==> src/rtl/medidor_pkg.sv <==
// Shared types and constants for the wave-period meter.
package medidor_pkg;

   typedef enum logic {
      ESPERA   = 1'b0,
      MIDIENDO = 1'b1
   } estado_t;

   localparam int unsigned CICLOS_POR_UNIDAD_DEF = 50000;
   localparam int unsigned PROMEDIO_PROFUNDIDAD  = 4;

   function automatic int unsigned ancho_prescaler(input int unsigned ciclos);
      return (ciclos > 1) ? $clog2(ciclos) : 1;
   endfunction

   localparam int unsigned PRESCALER_ANCHO_DEF = ancho_prescaler(CICLOS_POR_UNIDAD_DEF);

endpackage

==> src/rtl/sincronizador_flanco.sv <==
// Two-flop synchroniser for an asynchronous input followed by a rising-edge
// detector producing a one-cycle pulse.
module sincronizador_flanco (
   input  logic reloj_FPGA,
   input  logic reset_n,
   input  logic entrada,
   output logic flanco
);

   logic sinc1;
   logic sinc2;
   logic prev;

   always_ff @(posedge reloj_FPGA) begin
      if (!reset_n) begin
         sinc1 <= 1'b0;
         sinc2 <= 1'b0;
         prev  <= 1'b0;
      end else begin
         sinc1 <= entrada;
         sinc2 <= sinc1;
         prev  <= sinc2;
      end
   end

   assign flanco = sinc2 & ~prev;

endmodule

==> src/rtl/medidor_periodo_onda.sv <==
// Measures rising-edge-to-rising-edge period of an asynchronous wave in units
// of CICLOS_POR_UNIDAD clocks. Define MEDIDOR_PROMEDIO_EN for a 4-capture average.
module medidor_periodo_onda
   import medidor_pkg::*;
#(
   parameter int unsigned CANT_BITS         = 12,
   parameter int unsigned CICLOS_POR_UNIDAD = 50000
) (
   input  logic                 reloj_FPGA,
   input  logic                 reset_n,
   input  logic                 onda,
   output logic [CANT_BITS-1:0] periodo,
   output logic                 periodo_valido,
   output logic                 desborde
);

   localparam int unsigned          ANCHO_PRE       = ancho_prescaler(CICLOS_POR_UNIDAD);
   localparam logic [ANCHO_PRE-1:0] PRE_ULTIMO      = ANCHO_PRE'(CICLOS_POR_UNIDAD - 1);
   localparam logic [ANCHO_PRE-1:0] PRE_TRAS_FLANCO = (CICLOS_POR_UNIDAD > 1) ? ANCHO_PRE'(1) : '0;
   localparam logic [CANT_BITS-1:0] CUENTA_MAX      = '1;

   logic                 flanco;
   logic                 tick;
   logic [ANCHO_PRE-1:0] prescaler;
   logic [ANCHO_PRE-1:0] prescaler_sig;
   logic [CANT_BITS-1:0] cuenta;
   logic [CANT_BITS-1:0] cuenta_sig;
   estado_t              estado;
   estado_t              estado_sig;

   logic                 cap_valido;
   logic                 cap_desborde;
   logic [CANT_BITS-1:0] cap_valor;

   sincronizador_flanco u_sincronizador (
      .reloj_FPGA (reloj_FPGA),
      .reset_n    (reset_n),
      .entrada    (onda),
      .flanco     (flanco)
   );

   always_ff @(posedge reloj_FPGA) begin
      if (!reset_n) begin
         estado    <= ESPERA;
         prescaler <= '0;
         cuenta    <= '0;
      end else begin
         estado    <= estado_sig;
         prescaler <= prescaler_sig;
         cuenta    <= cuenta_sig;
      end
   end

   // The flanco cycle itself is prescaler count 0, so a period of P clocks
   // accumulates exactly floor(P/CICLOS_POR_UNIDAD) ticks before the next flanco.
   always_comb begin
      tick          = (prescaler == PRE_ULTIMO);
      estado_sig    = estado;
      prescaler_sig = tick ? '0 : prescaler + ANCHO_PRE'(1);
      cuenta_sig    = tick ? cuenta + CANT_BITS'(1) : cuenta;
      cap_valido    = 1'b0;
      cap_desborde  = 1'b0;
      cap_valor     = cuenta;

      if (flanco) begin
         prescaler_sig = PRE_TRAS_FLANCO;
         cuenta_sig    = '0;
         estado_sig    = MIDIENDO;
         cap_valido    = (estado == MIDIENDO);
      end else if (estado == MIDIENDO && tick && cuenta == CUENTA_MAX) begin
         prescaler_sig = '0;
         cuenta_sig    = '0;
         estado_sig    = ESPERA;
         cap_valido    = 1'b1;
         cap_desborde  = 1'b1;
         cap_valor     = CUENTA_MAX;
      end
   end

`ifdef MEDIDOR_PROMEDIO_EN
   localparam int unsigned ANCHO_IDX  = $clog2(PROMEDIO_PROFUNDIDAD);
   localparam int unsigned ANCHO_SUMA = CANT_BITS + ANCHO_IDX;

   logic [PROMEDIO_PROFUNDIDAD-1:0][CANT_BITS-1:0] historia;
   logic [PROMEDIO_PROFUNDIDAD-1:0][CANT_BITS-1:0] historia_sig;
   logic                                           historia_llena;
   logic                                           llena_sig;
   logic                                           pend_valido;
   logic                                           pend_desborde;
   logic [ANCHO_SUMA-1:0]                          suma;

   always_comb begin
      historia_sig = historia;
      llena_sig    = historia_llena;
      if (cap_valido) begin
         if (cap_desborde) begin
            historia_sig = '0;
            llena_sig    = 1'b0;
         end else if (!historia_llena) begin
            historia_sig = {PROMEDIO_PROFUNDIDAD{cap_valor}};
            llena_sig    = 1'b1;
         end else begin
            historia_sig = {historia[PROMEDIO_PROFUNDIDAD-2:0], cap_valor};
         end
      end
   end

   always_comb begin
      suma = '0;
      for (int unsigned i = 0; i < PROMEDIO_PROFUNDIDAD; i++)
         suma = suma + ANCHO_SUMA'(historia[ANCHO_IDX'(i)]);
   end

   // History settles one cycle after the capture; the average is registered the cycle after.
   always_ff @(posedge reloj_FPGA) begin
      if (!reset_n) begin
         historia       <= '0;
         historia_llena <= 1'b0;
         pend_valido    <= 1'b0;
         pend_desborde  <= 1'b0;
         periodo        <= '0;
         periodo_valido <= 1'b0;
         desborde       <= 1'b0;
      end else begin
         historia       <= historia_sig;
         historia_llena <= llena_sig;
         pend_valido    <= cap_valido;
         pend_desborde  <= cap_desborde;
         periodo_valido <= pend_valido;
         if (pend_valido) begin
            desborde <= pend_desborde;
            periodo  <= pend_desborde ? CUENTA_MAX : suma[ANCHO_SUMA-1:ANCHO_IDX];
         end
      end
   end
`else
   always_ff @(posedge reloj_FPGA) begin
      if (!reset_n) begin
         periodo        <= '0;
         periodo_valido <= 1'b0;
         desborde       <= 1'b0;
      end else begin
         periodo_valido <= cap_valido;
         if (cap_valido) begin
            periodo  <= cap_valor;
            desborde <= cap_desborde;
         end
      end
   end
`endif

endmodule
==> config.mk <==
export PLATFORM = sky130hd
export DESIGN_NAME = medidor_periodo_onda
export DESIGN_NICKNAME = d
export VERILOG_FILES = /design/src/rtl/medidor_pkg.sv /design/src/rtl/sincronizador_flanco.sv /design/src/rtl/medidor_periodo_onda.sv
export SDC_FILE = /design/constraint.sdc
export NUM_CORES = 1
export LEC_CHECK = 0
export BUFFER_PORTS_ARGS = -buffer_cell sky130_fd_sc_hd__buf_4
export CAP_MARGIN = 20
export CORE_MARGIN = 2
export CORE_UTILIZATION = 53
export DETAILED_ROUTE_END_ITERATION = 12
export PLACE_DENSITY = 0.86
export SYNTH_ARGS = -nofsm -noshare
export SYNTH_HDL_FRONTEND = slang
export SYNTH_SLANG_ARGS = --single-unit
==> constraint.sdc <==
create_clock -name reloj_FPGA -period 2.2 [get_ports reloj_FPGA]
set_input_delay 0.11 -clock reloj_FPGA [delete_from_list [all_inputs] [get_ports reloj_FPGA]]
set_output_delay 0.11 -clock reloj_FPGA [all_outputs]
set_load 0.01 [all_outputs]
==> summary.md <==
| Metric | Value |
|---|---|
| Post-Syn Nets | 224 |
| Reg2Reg Depth | 4 |
| Synth Flop Type | dfxtp_1 |
| Global-route wire length before repair | 7870 um |
| Worst-path maximum fanout | 12 |
| Clock latency on the worst-skew pair | 300 ps |
| Worst Hold Class | input port to flip-flop |
| Total Die Area | 4430 um^2 |
| Area Growth Syn to Fin | 17.6% |
| Commonest non-fill, non-tap cell in the layout | dfxtp_1 |
| Core Box Area | 3720 um^2 |
| Layout cells sized above 1 | 19.8% |
| Max Buffers Root-to-Sink | 2 |
| Drt wl/cell | 16.3 um |
| Drt first pass iters | 5 |
| Post-CTS Repair Setup Buffers | 0 |
| Unrepaired setup endpoints after global routing | false |
| Worst Hold End | u_sincronizador.sinc1 |
| # hold bufs at CTS | 0 |
| Top post-synthesis cells by area | dfxtp_1 44%, xor2_1 5.1%, nor2_1 3.8%, o311a_1 3.4%, nand2_1 3.1% |
| R2R Path End | cuenta[3] |
| Vias in the first global route | 1687 |
| Layout net count | 251 |
| Max Clock Skew | 10.8 ps |
| Max Cap Violations | 0 |
| Yosys cell types | 41 |
| Slew @ Worst Pin | 781 ps |
| Starting Density | 55.8% |
| Rel. slew slack | 47.7% |
| Max-slew violation count | 0 |
| Seq/Total Area, Yosys | 44.4% |
| Hold path startpoint | onda |
| Tot Pwr | 1.53 mW |
| Setup slack, reg-to-reg | 90 ps |
| # clock sinks | 46 |
| Root buf cell | clkbuf_8 |
| DRC | 0 |
| Die width | 66.6 um |
| Largest net degree at the start of global routing | 19 |
| Via count | 1817 |
| Final period utilization | 96.1% |
| GRT Resource Usage Total | 23.3% |
| Setup violators final | 0 |
| Dpl hpwl | 3330 um |
| Via density | 6.16 |
| Post-synth EDFFs | 0 |
| Final hold viol count | 0 |
| Depth of the CTS H-tree | 2 |
| Gates resized, CTS repair | 1 |
| WHS Path Cells | 2 |
| Top cell type's share of synthesized area | 44.4% |
| LEAKAGE | 0.916 nW |
| GP Congestion | 0.936 |
| Antenna violations before repair | 0 |
| IO Port Bufs | 16 |
| Chip Height | 66.6 um |
| Post-synth top area cell | dfxtp_1 |
| Outcome | completed |
| Initial DRC count | 172 |
| Critical path, cell by cell | or4b_4 > or4_4 > or3_1 > a21oi_1 |
| Post-synthesis cell area | 2070 um^2 |
| Top achievable clock speed | 473 MHz |
| Reg clk slew, reported paths | 90 ps |
| CP peak stage delay | 660 ps |
| Slowest CP cell | or4_4 |
| Final min period | 2110 ps |
| Post-Route WL | 4800 um |
| CTS tree | yes |
| Worst path required time | 2440 ps |
| Cell Rows | 22 |
| Avg Synthesized Cell Area | 9.47 um^2 |
| CTS Buf Count | 5 |
| Startpoint types | flip-flop |
| Maximum VDD drop | 0.396 mV |
| Ant diodes | 0 |
| Crit path DAT | 2350 ps |
| Most frequent cells in the layout | 46 x dfxtp_1, 30 x buf_4, 21 x nor2_1 |
| TNS Setup | 0 ps |
| Async set-reset flop share out of synthesis | 0% |
| Reg2reg start | prescaler[11] |
| Flops & latches, synth | 46 |
| I/O pins | 17 |
| Post-Syn Instances | 219 |
| Synth warnings | 0 |
| GR Overflow Total | 0 |
| WS Path Type | flip-flop to flip-flop |
| Antenna-violating nets left | 0 |
| Pwr dens | 627 nW/um^2 |
| Critical path capture point type | flip-flop |
-- layout make-up --
type                            instances  area, um^2
Sequential cell                        46         921
Inverter                                6        22.5
Fill cell                             307        1280
Clock inverter                          1        30.0
Timing Repair Buffer                   30         225
Tap cell                               48        60.1
Multi-Input combinational cell        157        1100
Clock buffer                            7        76.3
-- metrics by stage --
stage	area (um^2)	hold WS [ps]	setup WS (ps)	util, %	std cells
final	2440	18.8	86.4	65.6	295
after detailed placement	2320	330	24.9	62.4	287
after global routing	2440	19.9	11.8	65.6	295
after floorplan	2070	237	116	-	219
after CTS	2430	19.7	83.5	65.4	295
after global placement	2320	318	58.5	62.4	287
-- logic make-up after synthesis --
group	share of synthesized area [%]
AOI/OAI and AO/OA	16.1
adders and majority gates	1.21
DFF	44.4
and+or+nand+nor	26.9
muxes	2.41
buffers and inverters	3.08
xor gates and xnor gates	5.91
-- sequential cells by signal (all words and copies together), names as in the netlist --
| register | count |
|---|---|
| prescaler | 16 |
| estado | 1 |
| u_sincronizador.prev | 1 |
| periodo | 12 |
| periodo_valido | 1 |
| u_sincronizador.sinc2 | 1 |
| cuenta | 12 |
| u_sincronizador.sinc1 | 1 |
| desborde | 1 |
-- synth_stat cells, drive strengths merged (2+ instances only) --
library cell / number
a41oi: 2
nand2: 17
o311ai: 3
inv: 6
o31ai: 3
nor3: 4
o41ai: 2
buf: 3
xnor2: 2
ha: 2
a211oi: 6
nand4: 10
a21o: 2
xor2: 12
mux2i: 5
nor2: 21
nor4: 4
o21ai: 4
or3: 10
a21oi: 10
dfxtp: 46
and2: 5
o311a: 7
and4: 4
nand3: 10
clkbuf: 7
-- where the power goes --
part | internal [mW] | total [mW] | switching [mW]
clock | 0.340 | 0.622 | 0.282
combinational | 0.0221 | 0.0586 | 0.0365
sequential | 0.842 | 0.848 | 0.00666
-- worst max path at each step --
| stage | endpoint | depth (start not counted) | startpoint |
|---|---|---|---|
| global route | periodo[2] | 5 | prescaler[11] |
| floorplan | cuenta[6] | 5 | prescaler[11] |
| detailed placement | cuenta[0] | 4 | prescaler[11] |
| finish | cuenta[3] | 4 | prescaler[11] |
| CTS | cuenta[11] | 4 | prescaler[11] |
| global placement | cuenta[0] | 4 | prescaler[11] |
-- worst max-delay path, delay by kind of cell, from the launching register on --
family	cells	cell delay [ps]
compound gates	1	130
simple gates	3	1580
flops	1	340
-- metal layers --
metal	GRT usage [%]	share of wire, %
met1	29.8	44
met2	37.8	48
met3	4.90	5.6
met4	10.5	2.3
met5	0	0
(Power assumes the default switching activity.)
